$ cat src/rtl/life_grid_engine.sv
// life_grid_engine: Game-of-Life grid with row-serial loading and N-generation runs; LIFE_STABLE_DETECT_EN adds `stable` and stops early on a still life.
module life_grid_engine #(
  parameter int WIDTH = 17,
  parameter int HEIGHT = 17,
  parameter int WRAP = 1,
  parameter logic [8:0] BIRTH_MASK = 9'b000001000,
  parameter logic [8:0] SURVIVE_MASK = 9'b000001100,
  parameter int GEN_W = 16
) (
  input  logic clock,
  input  logic reset_n,
  input  logic load_valid,
  output logic load_ready,
  input  logic [WIDTH-1:0] load_row,
  input  logic run_valid,
  output logic run_ready,
  input  logic [GEN_W-1:0] run_gens,
  output logic busy,
  output logic done,
  output logic [GEN_W-1:0] gen_count,
  output logic [$clog2(WIDTH*HEIGHT+1)-1:0] population,
`ifdef LIFE_STABLE_DETECT_EN
  output logic stable,
`endif
  output logic [WIDTH*HEIGHT-1:0] states
);
  localparam int N = WIDTH * HEIGHT;
  localparam int PW = $clog2(N + 1);
  localparam int PTW = $clog2(HEIGHT);
  typedef enum logic [1:0] {IDLE, LOAD, RUN, DONE} state_t;
  state_t state, nstate;
  logic [PTW-1:0] ptr;
  logic [GEN_W-1:0] remaining;
  logic [N-1:0] nxt;
  logic hold, load_acc, run_acc;

  for (genvar r = 0; r < HEIGHT; r++) begin : g_row
    for (genvar c = 0; c < WIDTH; c++) begin : g_col
      localparam int RU = (r + HEIGHT - 1) % HEIGHT;
      localparam int RD = (r + 1) % HEIGHT;
      localparam int CL = (c + WIDTH - 1) % WIDTH;
      localparam int CR = (c + 1) % WIDTH;
      localparam bit U = (WRAP != 0) || (r > 0);
      localparam bit D = (WRAP != 0) || (r < HEIGHT - 1);
      localparam bit L = (WRAP != 0) || (c > 0);
      localparam bit R = (WRAP != 0) || (c < WIDTH - 1);
      logic [7:0] nb;
      logic [3:0] cnt;
      assign nb = {U && L && states[RU*WIDTH+CL], U && states[RU*WIDTH+c], U && R && states[RU*WIDTH+CR],
                   L && states[r*WIDTH+CL], R && states[r*WIDTH+CR],
                   D && L && states[RD*WIDTH+CL], D && states[RD*WIDTH+c], D && R && states[RD*WIDTH+CR]};
      assign cnt = 4'($countones(nb));
      assign nxt[r*WIDTH+c] = states[r*WIDTH+c] ? SURVIVE_MASK[cnt] : BIRTH_MASK[cnt];
    end
  end

`ifdef LIFE_STABLE_DETECT_EN
  assign hold = (nxt == states);
`else
  assign hold = 1'b0;
`endif

  assign population = PW'($countones(states));
  assign busy = (state == LOAD) || (state == RUN);
  assign done = (state == DONE);
  assign load_acc = load_valid && load_ready;
  assign run_acc = run_valid && run_ready;

  // Next-state and handshake readies; load wins over run when both arrive in IDLE
  always_comb begin
    nstate = state;
    load_ready = 1'b0;
    run_ready = 1'b0;
    case (state)
      IDLE: begin
        load_ready = 1'b1;
        run_ready = !load_valid;
        if (load_valid) nstate = LOAD;
        else if (run_valid) nstate = (run_gens == '0) ? DONE : RUN;
      end
      LOAD: begin
        load_ready = 1'b1;
        if (load_valid && ptr == PTW'(HEIGHT - 1)) nstate = IDLE;
      end
      RUN: nstate = (hold || remaining == GEN_W'(1)) ? DONE : RUN;
      default: nstate = IDLE;
    endcase
  end

  // State, row pointer, grid and generation bookkeeping
  always_ff @(posedge clock or negedge reset_n) begin
    if (!reset_n) begin
      state <= IDLE;
      ptr <= '0;
      remaining <= '0;
      gen_count <= '0;
      states <= '0;
    end else begin
      state <= nstate;
      if (load_acc) begin
        for (int i = 0; i < HEIGHT; i++) if (ptr == PTW'(i)) states[i*WIDTH +: WIDTH] <= load_row;
        ptr <= (ptr == PTW'(HEIGHT - 1)) ? '0 : ptr + 1'b1;
        if (state == IDLE) gen_count <= '0;
      end
      if (run_acc) remaining <= run_gens;
      if (state == RUN && !hold) begin
        states <= nxt;
        remaining <= remaining - 1'b1;
        if (!(&gen_count)) gen_count <= gen_count + 1'b1;
      end
    end
  end

`ifdef LIFE_STABLE_DETECT_EN
  // Flag a run that ended because the grid stopped changing; cleared by the next command
  always_ff @(posedge clock or negedge reset_n) begin
    if (!reset_n) stable <= 1'b0;
    else if (load_acc || run_acc) stable <= 1'b0;
    else if (state == RUN && hold) stable <= 1'b1;
  end
`endif
endmodule
$ cat config.mk
export PLATFORM = sky130hd
export DESIGN_NAME = life_grid_engine
export DESIGN_NICKNAME = d
export VERILOG_FILES = /design/src/rtl/life_grid_engine.sv
export SDC_FILE = /design/constraint.sdc
export NUM_CORES = 2
export LEC_CHECK = 0
export CORE_UTILIZATION = 69
export DETAILED_ROUTE_END_ITERATION = 10
export PLACE_DENSITY = 0.9
export RECOVER_POWER = 25
export SYNTH_ARGS = -nofsm -noshare
export SYNTH_HDL_FRONTEND = slang
export SYNTH_SLANG_ARGS = --single-unit
$ cat constraint.sdc
create_clock -name clock -period 28.2 [get_ports clock]
set_clock_uncertainty 0.2 [all_clocks]
set_input_delay 8.46 -clock clock [delete_from_list [all_inputs] [get_ports clock]]
set_output_delay 8.46 -clock clock [all_outputs]
set_load 0.02 [all_outputs]
* Word-level counts from Yosys, hierarchy flattened
Memories as Yosys holds them, arrays and structs flattened. Cells that the tools add are included.
Operators by class: add/sub/neg operators 1600, $lt $le $gt $ge 289, equality and inequality tests 22, mux-type cells 901, reductions and logical operators 47
Operators with widths (number):
- 4-bit by 5-bit < comparator with 1-bit output, second input constant | 289
- 2-bit by 2-bit adder with 3-bit output | 450
- 9-bit adder | 143
- 1-bit by 1-bit adder with 2-bit output | 586
- 4-bit adder | 250
- 1-bit two-way mux | 871
- 4-bit by 3-bit adder with 4-bit output | 148
- 289-bit two-way mux | 2
- 17-bit two-way mux | 17
- 16-bit two-way mux | 6
- 3-bit by 3-bit adder with 4-bit output | 16
- 5-bit by 4-bit == test with 1-bit output, second input constant | 8
- 2-bit nonzero test | 19
- 2-bit AND reduction | 18
- 5-bit by 3-bit == test with 1-bit output, second input constant | 4
- 16-bit by 1-bit adder with 16-bit output, second input constant | 1
- 16-bit by 1-bit == test with 1-bit output, second input constant | 1
- 16-bit zero test | 1
- 16-bit AND reduction | 1
- 16-bit by 1-bit subtractor with 16-bit output, second input constant | 1
- 5-bit by 2-bit == test with 1-bit output, second input constant | 2
- 9-bit by 1-bit adder with 9-bit output | 1
- 3-bit by 4-bit adder with 4-bit output | 2
- 2-bit two-way mux | 3
- other kinds (16) | 19
Word-level totals: register bits after elaboration 328, ROM bits 9248, input port bits 37, output and inout bits 318, memories kept 578
Memory list:
- (name not given) | depth 16, bits a word 1, read ports 1, clocked after Yosys merged registers in 0, wr ports 0, RTL line 53 | assign nxt[r*WIDTH+c] = states[r*WIDTH+c] ? SURVIVE_MASK[cnt] : BIRTH_MASK[cnt];
- (name not given) | depth 16, bits a word 1, read ports 1, clocked after Yosys merged registers in 0, wr ports 0, RTL line 53
- (name not given) | depth 16, bits a word 1, read ports 1, clocked after Yosys merged registers in 0, wr ports 0, RTL line 53
- (name not given) | depth 16, bits a word 1, read ports 1, clocked after Yosys merged registers in 0, wr ports 0, RTL line 53
- (name not given) | depth 16, bits a word 1, read ports 1, clocked after Yosys merged registers in 0, wr ports 0, RTL line 53
- (name not given) | depth 16, bits a word 1, read ports 1, clocked after Yosys merged registers in 0, wr ports 0, RTL line 53
- +572 memories

* Logic depth before layout (Yosys ltp)
word-level depth 9, gate-level depth with buffers 29, depth with buffers taken out 29

* Least setup slack after synthesis
No wires, ideal clock.
path type in2out, start point input port load_valid, end point output port run_ready, arrival 9.024 ns, required time 19.540 ns, path slack 10.516 ns, cell stages on the path 2, path buffers 1, path through buf_2 nor2b_1
On the way: word-level cells in the longest chain between the ends 2
Ends and longest elaborated chain:
- start: declaration | RTL line 12 | input logic load_valid,
- 1-bit zero test | RTL line 77 | run_ready = !load_valid;
- 1-bit two-way mux | RTL line 74 | case (state)
- end: declaration | RTL line 16 | output logic run_ready,
No other way between the ends.

==> flow_summary_export.csv <==
group,metric,value,unit
outcome,outcome,"finished with violations",
outcome,violations,"max-capacitance violations, max-slew violations",
timing,holdWs,0.3199,ns
die,start_util,69.74,%
synthesis,yosysUniqueCellTypes,68,
cts,ctsHoldBuffers,0,
cts,clkTransAtPathRegs,0.06,ns
cts,clock_sinks,328,
cts,cts_buffer_depth,3,
die,num_rows,118,
synthesis,seq_area_frac_synth,11.36,%
setup_path,path_cells,"clkbuf_1 -> clkbuf_1",
worst_hold_path,holdPathEnd,"gen_count[15]$_DFF_PN0_",
die,die_area,0.1061,mm2
global_route,grt_max_degree,138,
cells_and_area,fin_area,0.07888,mm2
timing,final.period_utilization,68.74,%
route,remaining_drc_errors,0,
timing,slew_headroom,-439.5,%
timing,clock.fmax,0.05159,GHz
die,die_x,325.7,um
setup_path,crit_family,"buffers and inverters",
timing,worst_pin_slew,8.092,ns
setup_path,reg2reg_depth,7,
setup_path,start_kind,"primary input",
cts,numCtsBuffers,50,
synthesis,synthArstFlopShare,100.0,%
cts,cts_root_buf,"clkbuf_16",
setup_path,critPathKind,"primary input to asynchronous set/reset pin",
route,antenna_left,0,
die,die_h,325.7,um
worst_hold_path,hold_path.class,"flop to flop",
setup_path,r2r_slack,23.61,ns
cells_and_area,drive_gt1_share,2.959,%
placed_design,io_buffers,354,
placed_design,hpwl,227.7,mm
synthesis,synth_cells,7105,
setup_path,worstPathRequired,26.76,ns
setup_path,path_max_fanout,128,
die,coreArea,0.1036,mm2
global_route,grt_util_all_layers,53.84,%
cts,postCtsSetupBuffers,0,
route,vias,56909,
run,cap_violations,4,
global_route,grt.overflow.total,0,
timing,setup_tns,0,ns
cells_and_area,layout.nets,10227,
route,drt-pass1-iter-count,8,
cells_and_area,final_core_util,76.10,%
cells_and_area,final_common_cell,"inv_1",
global_route,antenna_found_initial,13,
cts,htreeDepth,2,
setup_path,cp_slowest_stage_delay,5.89,ns
route,viasPerCell,6.451,
cts,clk_latency,0.71,ns
cells_and_area,area_growth,9.130,%
setup_path,crit_slowest_cell,"clkbuf_1",
cells_and_area,layout_common_cells,"inv_1 (2250), fa_1 (1406), ha_1 (1384)",
timing,slew_violations,288,
synthesis,synth_nets,9933,
setup_path,crit_top_cell,"clkbuf_1",
timing,rsz0062_at_grt,"false",
setup_path,worstSetupEndpointType,"asynchronous set/reset pin",
route,routed_wl,277.6,mm
setup_path,cp_num_buf_inv,2,
setup_path,r2r_start,"state[0]$_DFFE_PN0P_",
synthesis,syn-mean-instance-area,10.17,um2
cts,cts-resized-gates,0,
placed_design,routabilityCongestion,1.078,
global_route,grt_pass1_wl,403.1,mm
timing,finalSetupViolCount,0,
route,wl_per_cell,31.46,um
worst_hold_path,hp-start,"gen_count[15]$_DFF_PN0_",
synthesis,synth_enable_flop_cells,0,
global_route,grt_pass1_vias,60924,
synthesis,synth_area,0.07228,mm2
timing,fin_crit,19.39,ns
synthesis,synth_top_flop_cell,"dfrtp_1",
synthesis,ys_seq_elements,328,
setup_path,worstReg2RegEnd,"states[179]$_DFFE_PN0P_",
cts,cts_tree,"yes",
worst_hold_path,min_path_cells,1,
timing,final_hold_viol_count,0,
synthesis,yosysWarnings,0,
die,io_pins,355,
placed_design,placed_cell_area,0.07723,mm2
route,first_iter_violations,6641,
setup_path,crit_arrival,17.94,ns
-- cell type report --
| cell class | count | area (um2) |
|---|---|---|
| fillers | 6810 | 24770 |
| clock inverters | 16 | 256.5 |
| repair buffers | 401 | 3891 |
| flip-flops and latches | 328 | 8208 |
| inverters | 2252 | 8453 |
| clock buffers | 72 | 1414 |
| diodes | 7 | 17.52 |
| well taps | 1380 | 1727 |
| multi-input cells | 4366 | 54910 |
-- sequential cells by signal (all words and copies together), names as in the netlist --
register and cells:
ptr 5, remaining 16, states 289, gen_count 16, state 2
-- cell usage after synthesis, types with 49 or more instances --
master,count,area share (%)
inv_1,2250,12
fa_1,1406,39
ha_1,1385,24
dfrtp_1,328,11
nand4_1,242,2.1
a21oi_1,215,1.5
nand2_1,214,1.1
nor2_1,144,0.75
a31oi_1,137,1.2
o21ai_0,128,0.89
a32oi_1,105,1.3
buf_2,89,0.62
nand3_1,61,0.42
clkbuf_1,56,0.29
a211oi_1,49,0.51
-- through the flow --
step	worst slack, ns	std cells
2_1_floorplan	10.52	7105
3_3_place_gp	9.568	8727
3_5_place_dp	9.516	8727
4_1_cts	9.379	8815
5_1_grt	7.563	8815
6_report	8.815	8822
-- layer usage --
metal / share of wire [%] / track usage (%) / vias to the layer above
li1: - / - / 23120
met1: 33 / 63.90 / 28295
met2: 41 / 75.59 / 4176
met3: 15 / 23.50 / 1308
met4: 11 / 44.55 / 10
met5: 0.022 / 0 / -
-- logic make-up (layout without fill, tap and decap cells) --
kind of cell / after synthesis / in the layout / synth area share [%]
compound gates: 728 / 728 / 6.665
xor+xnor: 18 / 18 / 0.2181
fa+ha+maj: 2791 / 2791 / 62.92
buf+inv: 2411 / 2741 / 12.74
flops: 328 / 328 / 11.36
mux: 20 / 20 / 0.3012
other cells: 0 / 7 / 0
simple gates: 809 / 809 / 5.802
-- worst max-delay path by stage --
stage | to | slack [ns] | cells past startpoint | startpoint
3_3_place_gp | run_ready | 9.57 | 3 | load_valid
5_1_grt | states[245]$_DFFE_PN0P_ | 7.56 | 2 | reset_n
2_1_floorplan | run_ready | 10.52 | 2 | load_valid
3_5_place_dp | run_ready | 9.52 | 3 | load_valid
6_report | states[263]$_DFFE_PN0P_ | 8.81 | 2 | reset_n
4_1_cts | population[8] | 9.38 | 24 | states[11]$_DFFE_PN0P_
Power is left out: the tool's default activity adds up to more than one toggle a clock period on the data nets, which glitch-free logic cannot reach.
